<file path="src/rtl/btn_toggle_pkg.sv">
// Shared types and defaults for the push-button toggle pulse generator.
package btn_toggle_pkg;

  typedef enum logic [1:0] {
    IDLE        = 2'd0,
    ARM_PRESS   = 2'd1,
    HELD        = 2'd2,
    ARM_RELEASE = 2'd3
  } btn_state_t;

  localparam int unsigned DEF_DEBOUNCE_CYCLES = 4;
  localparam int unsigned DEF_REPEAT_CYCLES   = 16;
  localparam int unsigned DEF_CNT_W           = 8;

  // Bits needed to hold 0..n, never less than one bit.
  function automatic int unsigned cnt_width(input int unsigned n);
    int unsigned w;
    w = $clog2(n + 1);
    return (w == 0) ? 1 : w;
  endfunction

endpackage

</file>
<file path="src/rtl/btn_toggle_gen_sync2.sv">
// 1-bit two-flop synchronizer, asynchronous active-low reset to 0.
module sync2 (
  input  logic clk,
  input  logic rst,
  input  logic d,
  output logic q
);

  logic meta;

  always_ff @(posedge clk or negedge rst) begin
    if (!rst) begin
      meta <= 1'b0;
      q    <= 1'b0;
    end else begin
      meta <= d;
      q    <= meta;
    end
  end

endmodule

</file>
<file path="src/rtl/btn_toggle_gen.sv">
// Debounces a raw push-button into one-cycle toggle pulses with optional
// hold-to-repeat and a wrapping count of accepted presses.
module btn_toggle_gen
  import btn_toggle_pkg::*;
#(
  parameter int unsigned DEBOUNCE_CYCLES = DEF_DEBOUNCE_CYCLES,
  parameter int unsigned REPEAT_CYCLES   = DEF_REPEAT_CYCLES,
  parameter int unsigned CNT_W           = DEF_CNT_W
) (
  input  logic             clk,
  input  logic             rst,
  input  logic             btn,
  output logic             t,
  output logic             pressed,
  output logic [CNT_W-1:0] press_count
);

  localparam int unsigned CW        = cnt_width(DEBOUNCE_CYCLES);
  localparam int unsigned RW        = cnt_width(REPEAT_CYCLES);
  localparam logic [CW-1:0] CNT_LAST  = CW'(DEBOUNCE_CYCLES - 1);
  localparam logic [RW-1:0] RCNT_LAST = RW'(REPEAT_CYCLES - 1);
  localparam logic          REPEAT_EN = (REPEAT_CYCLES != 0);

  logic          btn_s;
  btn_state_t    state, state_nxt;
  logic [CW-1:0] cnt, cnt_nxt;
  logic [RW-1:0] rcnt, rcnt_nxt;
  logic          t_nxt;
  logic          count_en;

  sync2 u_sync (
    .clk (clk),
    .rst (rst),
    .d   (btn),
    .q   (btn_s)
  );

  // Next-state, counter and pulse decode.
  always_comb begin
    state_nxt = state;
    cnt_nxt   = cnt;
    rcnt_nxt  = rcnt;
    t_nxt     = 1'b0;
    count_en  = 1'b0;
    case (state)
      IDLE: begin
        if (btn_s) begin
          state_nxt = ARM_PRESS;
          cnt_nxt   = '0;
        end
      end
      ARM_PRESS: begin
        if (!btn_s) begin
          state_nxt = IDLE;
        end else if (cnt == CNT_LAST) begin
          state_nxt = HELD;
          t_nxt     = 1'b1;
          count_en  = 1'b1;
          rcnt_nxt  = '0;
        end else begin
          cnt_nxt = cnt + CW'(1);
        end
      end
      HELD: begin
        if (!btn_s) begin
          state_nxt = ARM_RELEASE;
          cnt_nxt   = '0;
        end else if (REPEAT_EN) begin
          // Gating on t keeps pulses separated even with a 1-cycle period.
          if (rcnt == RCNT_LAST) begin
            rcnt_nxt = '0;
            t_nxt    = !t;
          end else begin
            rcnt_nxt = rcnt + RW'(1);
          end
        end
      end
      ARM_RELEASE: begin
        if (btn_s) begin
          state_nxt = HELD;
          rcnt_nxt  = '0;
        end else if (cnt == CNT_LAST) begin
          state_nxt = IDLE;
        end else begin
          cnt_nxt = cnt + CW'(1);
        end
      end
      default: begin
        state_nxt = IDLE;
        cnt_nxt   = '0;
        rcnt_nxt  = '0;
      end
    endcase
  end

  // State, counters and registered outputs.
  always_ff @(posedge clk or negedge rst) begin
    if (!rst) begin
      state       <= IDLE;
      cnt         <= '0;
      rcnt        <= '0;
      t           <= 1'b0;
      pressed     <= 1'b0;
      press_count <= '0;
    end else begin
      state   <= state_nxt;
      cnt     <= cnt_nxt;
      rcnt    <= rcnt_nxt;
      t       <= t_nxt;
      pressed <= (state_nxt == HELD) || (state_nxt == ARM_RELEASE);
      if (count_en) begin
        press_count <= press_count + CNT_W'(1);
      end
    end
  end

endmodule

</file>
<file path="config.mk">
export PLATFORM = sky130hd
export DESIGN_NAME = btn_toggle_gen
export DESIGN_NICKNAME = d
export VERILOG_FILES = /design/src/rtl/btn_toggle_pkg.sv /design/src/rtl/btn_toggle_gen_sync2.sv /design/src/rtl/btn_toggle_gen.sv
export SDC_FILE = /design/constraint.sdc
export NUM_CORES = 1
export LEC_CHECK = 0
export CORE_MARGIN = 4
export CORE_UTILIZATION = 48
export CTS_BUF_LIST = sky130_fd_sc_hd__clkbuf_2 sky130_fd_sc_hd__clkbuf_4 sky130_fd_sc_hd__clkbuf_8
export CTS_CLUSTER_DIAMETER = 80
export CTS_CLUSTER_SIZE = 16
export DETAILED_ROUTE_END_ITERATION = 12
export GPL_TIMING_DRIVEN = 0
export HOLD_SLACK_MARGIN = 0.06
export PLACE_DENSITY = 0.68
export SETUP_SLACK_MARGIN = 0.2
export SLEW_MARGIN = 10
export SYNTH_ARGS = -nofsm -noshare
export SYNTH_HDL_FRONTEND = slang
export SYNTH_SLANG_ARGS = --single-unit
</file>
<file path="constraint.sdc">
create_clock -name clk -period 3.9 [get_ports clk]
set_clock_uncertainty 0.1 [all_clocks]
set_input_delay 1.17 -clock clk [delete_from_list [all_inputs] [get_ports clk]]
set_output_delay 1.17 -clock clk [all_outputs]
set_load 0.03 [all_outputs]
</file>
### Yosys cells after proc, flatten, opt, wreduce, memory -nomap -nowiden

Cells that the tools add are included.

| storage, ports and cells | value |
|---|---|
| input bits | 3 |
| register bits | 22 |

| operators by class | value |
|---|---|
| mux-type cells | 25 |
| equality and inequality tests | 14 |
| $add $sub $neg | 3 |
| reduce and logical (&&, ||, !) cells | 6 |

Operator list:

| operator | number |
|---|---|
| $mux W5 | 5 |
| $mux W3 | 5 |
| $pmux W5 S3 | 1 |
| $mux W2 | 6 |
| $pmux W3 S4 | 1 |
| $add A8 B1 Y8 const B | 1 |
| $eq A2 B2 Y1 const B | 4 |
| $ne A2 B1 Y1 const B | 4 |
| $pmux W2 S4 | 1 |
| $ne A2 B2 Y1 const B | 3 |
| $add A5 B1 Y5 const B | 1 |
| $eq A5 B4 Y1 const B | 1 |
| $mux W1 | 5 |
| $reduce_and A5 Y1 | 1 |
| $reduce_and A4 Y1 | 1 |
| $add A3 B1 Y3 const B | 1 |
| $eq A3 B2 Y1 const B | 1 |
| $reduce_bool A3 Y1 | 1 |
| $eq A2 B1 Y1 const B | 1 |
| $logic_not A2 Y1 | 1 |
| $pmux W1 S2 | 1 |
| $logic_not A1 Y1 | 1 |
| $logic_or A1 B1 Y1 | 1 |

### Depth between registers and ports, before layout

| depth | value |
|---|---|
| depth in word-level cells | 6 |
| mapped depth | 6 |

### Modules after synthesis

Synthesis repeated with hierarchy kept, for this count alone.

| unflattened totals | value |
|---|---|
| cell total of the unflattened synthesis | 103 |
| area, all modules | 1,088.5 sq um |

By module, submodules not included:

| module | sequential area each (sq um) | cells an instance | area an instance (sq um) | instances |
|---|---|---|---|---|
| btn_toggle_gen | 475.5 | 101 | 1,038.5 | 1 |
| sync2 | 50.0 | 2 | 50.0 | 1 |

### Least setup slack after synthesis

OpenSTA, ideal clock, no wires.

| path | value |
|---|---|
| kind | register to register |
| start point | register pressed (netlist name) |
| end point | register cnt[0] |
| cell stages (with the launch flop) | 6 |
| library setup time | 0.125 ns |
| path slack | 1.983 ns |
| path buffers | 0 |
| arrival time | 1.692 ns |
| cells stage by stage | dfrtp_1 > inv_1 > ha_1 > a2111oi_0 > a21oi_1 > mux2_2 |

RTL lines:

| what | line | source |
|---|---|---|
| end signal: assignment | btn_toggle_gen.sv:107 | `cnt <= cnt_nxt;` |
| end: declaration | btn_toggle_gen.sv:26 | `logic [CW-1:0] cnt, cnt_nxt;` |

### Final worst setup path

| path | value |
|---|---|
| start point | register press_count[2] |
| end point | output port press_count[2] |

RTL lines:

| what | line | source |
|---|---|---|
| start: declaration | btn_toggle_gen.sv:15 | `output logic [CNT_W-1:0] press_count` |
| start signal: assignment | btn_toggle_gen.sv:112 | `press_count <= press_count + CNT_W'(1);` |

No word-level cell between the ends.

==> key figures <==
Layout
  – Antenna diode count: 0
  – Share of layout cells above drive strength 1: 11.1%
  – Nets@finish: 130
  – # fillers: 200
  – Area Growth Syn to Fin: 16.2%

Synthesis
  – Synth top area share: 46.5%
  – Syn Area/Cell: 11.2 um^2
  – Most frequent cell after synthesis: dfrtp_1
  – Synth cell types: 32
  – Cell count after synthesis: 101
  – Synth area leader: dfrtp_1
  – Number of synthesized flops with an enable pin: 0
  – Fraction of registers with async set/reset: 100%
  – Synth Cell Area: 0.00113 mm^2
  – Top post-synthesis cells by area: dfrtp_1 47%, ha_1 10%, xnor2_1 4.7%
  – Ys Warns: 0
  – Seq/Total Area, Yosys: 46.5%
  – Commonest cells in the netlist: 21 x dfrtp_1, 9 x ha_1, 6 x xnor2_1
  – Top FF cell, synth: dfrtp_1
  – #FFs+latches synth: 21
  – Syn_nets: 113

STA
  – Upper clock frequency limit: 363 MHz
  – Hold slack: 0.262 ns
  – Final hold violation count: 0
  – # setup viols final: 0
  – Final Max Slew Viols: 0
  – Minimum clock period: 2.75 ns
  – Worst-Margin Slew: 0.910 ns
  – Slew HR: 39.1%
  – Period utilisation layout: 70.6%
  – Setup TNS: 0 ns
  – Unrepaired setup endpoints after global routing: no

Worst setup path
  – Reg2reg path depth: 5
  – Critical path peak fanout: 6
  – CP max-delay cell: clkdlybuf4s50_1
  – Reg2reg start: pressed$_DFF_PN0_
  – Critical Path End: press_count[2]
  – FF-to-FF End: cnt[1]$_DFFE_PN0P_
  – Critical path, cell by cell: clkdlybuf4s50_1
  – CP endpoint kind: primary output
  – Crit path max-delay family: buffers and inverters
  – CP Depth: 1
  – Crit path buffers/inverters: 1
  – Critical Path AT: 1.48 ns
  – Worst Path Required: 2.63 ns
  – CP max stage delay: 0.71 ns
  – Worst setup startpoint: press_count[2]$_DFFE_PN0P_
  – Setup slack, reg-to-reg: 2.00 ns
  – Critical path class: reg2out
  – Crit start category: flop

CTS
  – Post-CTS resize count: 0
  – # clock sinks: 21
  – CTS max path bufs: 2
  – Hold Buf Count CTS: 0
  – TritonCTS clock tree: yes
  – CTS clk-pin slew, worst paths: 0.11 ns
  – Root buffer cell: clkbuf_4
  – Postcts setup bufs: 0
  – Latest clock arrival within the worst-skew pair: 0.31 ns
  – TritonCTS Buffers: 3
  – Htree depth: 1

Placed design
  – # port buffers: 12
  – GP Congestion: 0.886
  – Final HPWL DP: 1520 um

Power
  – Max VDD drop: 0.000319 V
  – LEAKAGE: 0.576 nW
  – PwrDens: 446 mW/mm^2

Die
  – Die area: 0.00319 mm^2
  – Std-Cell Rows: 17
  – DIE WIDTH: 56.5 um
  – # IOs: 13
  – Die height: 56.5 um
  – Initial Util: 50.6%
  – Area of the core: 0.00223 mm^2

Drt
  – WL/cell: 14.1 um
  – DRT Pass-1 Iters: 4
  – # DRC: 0
  – Drt total wl: 2050 um
  – Via count: 801
  – Initial DRC Count: 18
  – DRT antenna net count: 0
  – Vias per cell: 5.52

Global route
  – Initial antenna violation count: 0
  – Global-route wire length before repair: 3590 um
  – Vias in the first global route: 790
  – Largest net degree at the start of global routing: 22
  – Congestion Overflow GR: 0
  – All-Layer GR Usage: 14.0%

Status
  – Outcome: completed

Hold path
  – Min-delay worst type: reg2reg

Run
  – MaxCap Viol Count: 0
## layer usage
layer	share of wire [%]	wire length, um	up-vias	global-route usage (%)
met4	0.83	17	0	5.08
li1	-	-	396	-
met3	3.5	71	2	3.22
met2	50	1030	11	23.1
met1	45	929	392	17.8
met5	0	0	-	0
## power by group
group          internal (mW)  switching, mW
clock network         0.0383         0.0677
registers              0.243         0.0262
logic                 0.0949          0.116
## kinds of logic after synthesis
| kind of cell | synth area share (%) |
|---|---|
| simple gates | 17.6 |
| xor+xnor | 5.43 |
| flops | 46.5 |
| buf+inv | 3.21 |
| mux | 5.76 |
| compound gates | 11.5 |
| fa+ha+maj | 9.97 |
## final cells by class
cell class / count / area [um^2] / area share [%]
Timing Repair Buffer: 12 / 120 / 9.15
Multi-Input combinational cell: 73 / 568 / 43.3
Clock inverter: 1 / 5.00 / 0.381
Tap cell: 28 / 35.0 / 2.67
Clock buffer: 3 / 22.5 / 1.72
Sequential cell: 21 / 526 / 40.0
Inverter: 4 / 15.0 / 1.14
Buffer: 3 / 21.3 / 1.62
## worst min-delay path by stage
| stage | start | endpoint | slack [ns] | depth (start not counted) |
|---|---|---|---|---|
| after floorplan | u_sync.meta$_DFF_PN0_ | u_sync.q$_DFF_PN0_ | 0.23 | 0 |
| after global placement | u_sync.meta$_DFF_PN0_ | u_sync.q$_DFF_PN0_ | 0.23 | 0 |
| after detailed placement | u_sync.meta$_DFF_PN0_ | u_sync.q$_DFF_PN0_ | 0.24 | 0 |
| after CTS | u_sync.meta$_DFF_PN0_ | u_sync.q$_DFF_PN0_ | 0.26 | 0 |
| after global routing | u_sync.meta$_DFF_PN0_ | u_sync.q$_DFF_PN0_ | 0.28 | 0 |
| final | u_sync.meta$_DFF_PN0_ | u_sync.q$_DFF_PN0_ | 0.26 | 0 |
## flip-flops by register name (all words and copies together) (netlist names)
signal       cells
press_count      8
rcnt             5
cnt              3
pressed          1
state            1
t                1
u_sync.meta      1
u_sync.q         1
## cell usage in the layout (no fill, tap or decap), types with 2 or more instances in the layout
master | Yosys | layout
a21oi_1 | 3 | 3
and3_1 | 2 | 2
and4_1 | 2 | 2
buf_2 | 2 | 2
clkbuf_4 | 0 | 3
clkdlybuf4s50_1 | 0 | 12
dfrtp_1 | 21 | 21
ha_1 | 9 | 9
inv_1 | 4 | 4
mux2_2 | 4 | 4
mux2i_1 | 2 | 2
nand2_1 | 3 | 3
nand2b_1 | 2 | 2
nand3_1 | 5 | 5
nand3b_1 | 2 | 2
nand4_1 | 3 | 3
nor2_1 | 5 | 5
nor2b_1 | 5 | 5
o211ai_1 | 3 | 3
o21a_1 | 3 | 3
o21ai_0 | 3 | 3
xnor2_1 | 6 | 6
## per-stage QoR
stage               power [mW]  cells  setup WS [ns]  util (%)  cell area [um^2]
finish                   0.586    145           1.15      58.8              1310
global route             0.632    145           1.07      58.8              1310
CTS                      0.594    145           1.12      58.8              1310
detailed placement       0.487    141           1.47      57.5              1280
global placement         0.479    141           1.42      57.5              1280
floorplan                0.423    101           1.98         -              1130
Power figures use the tool's default switching activity.
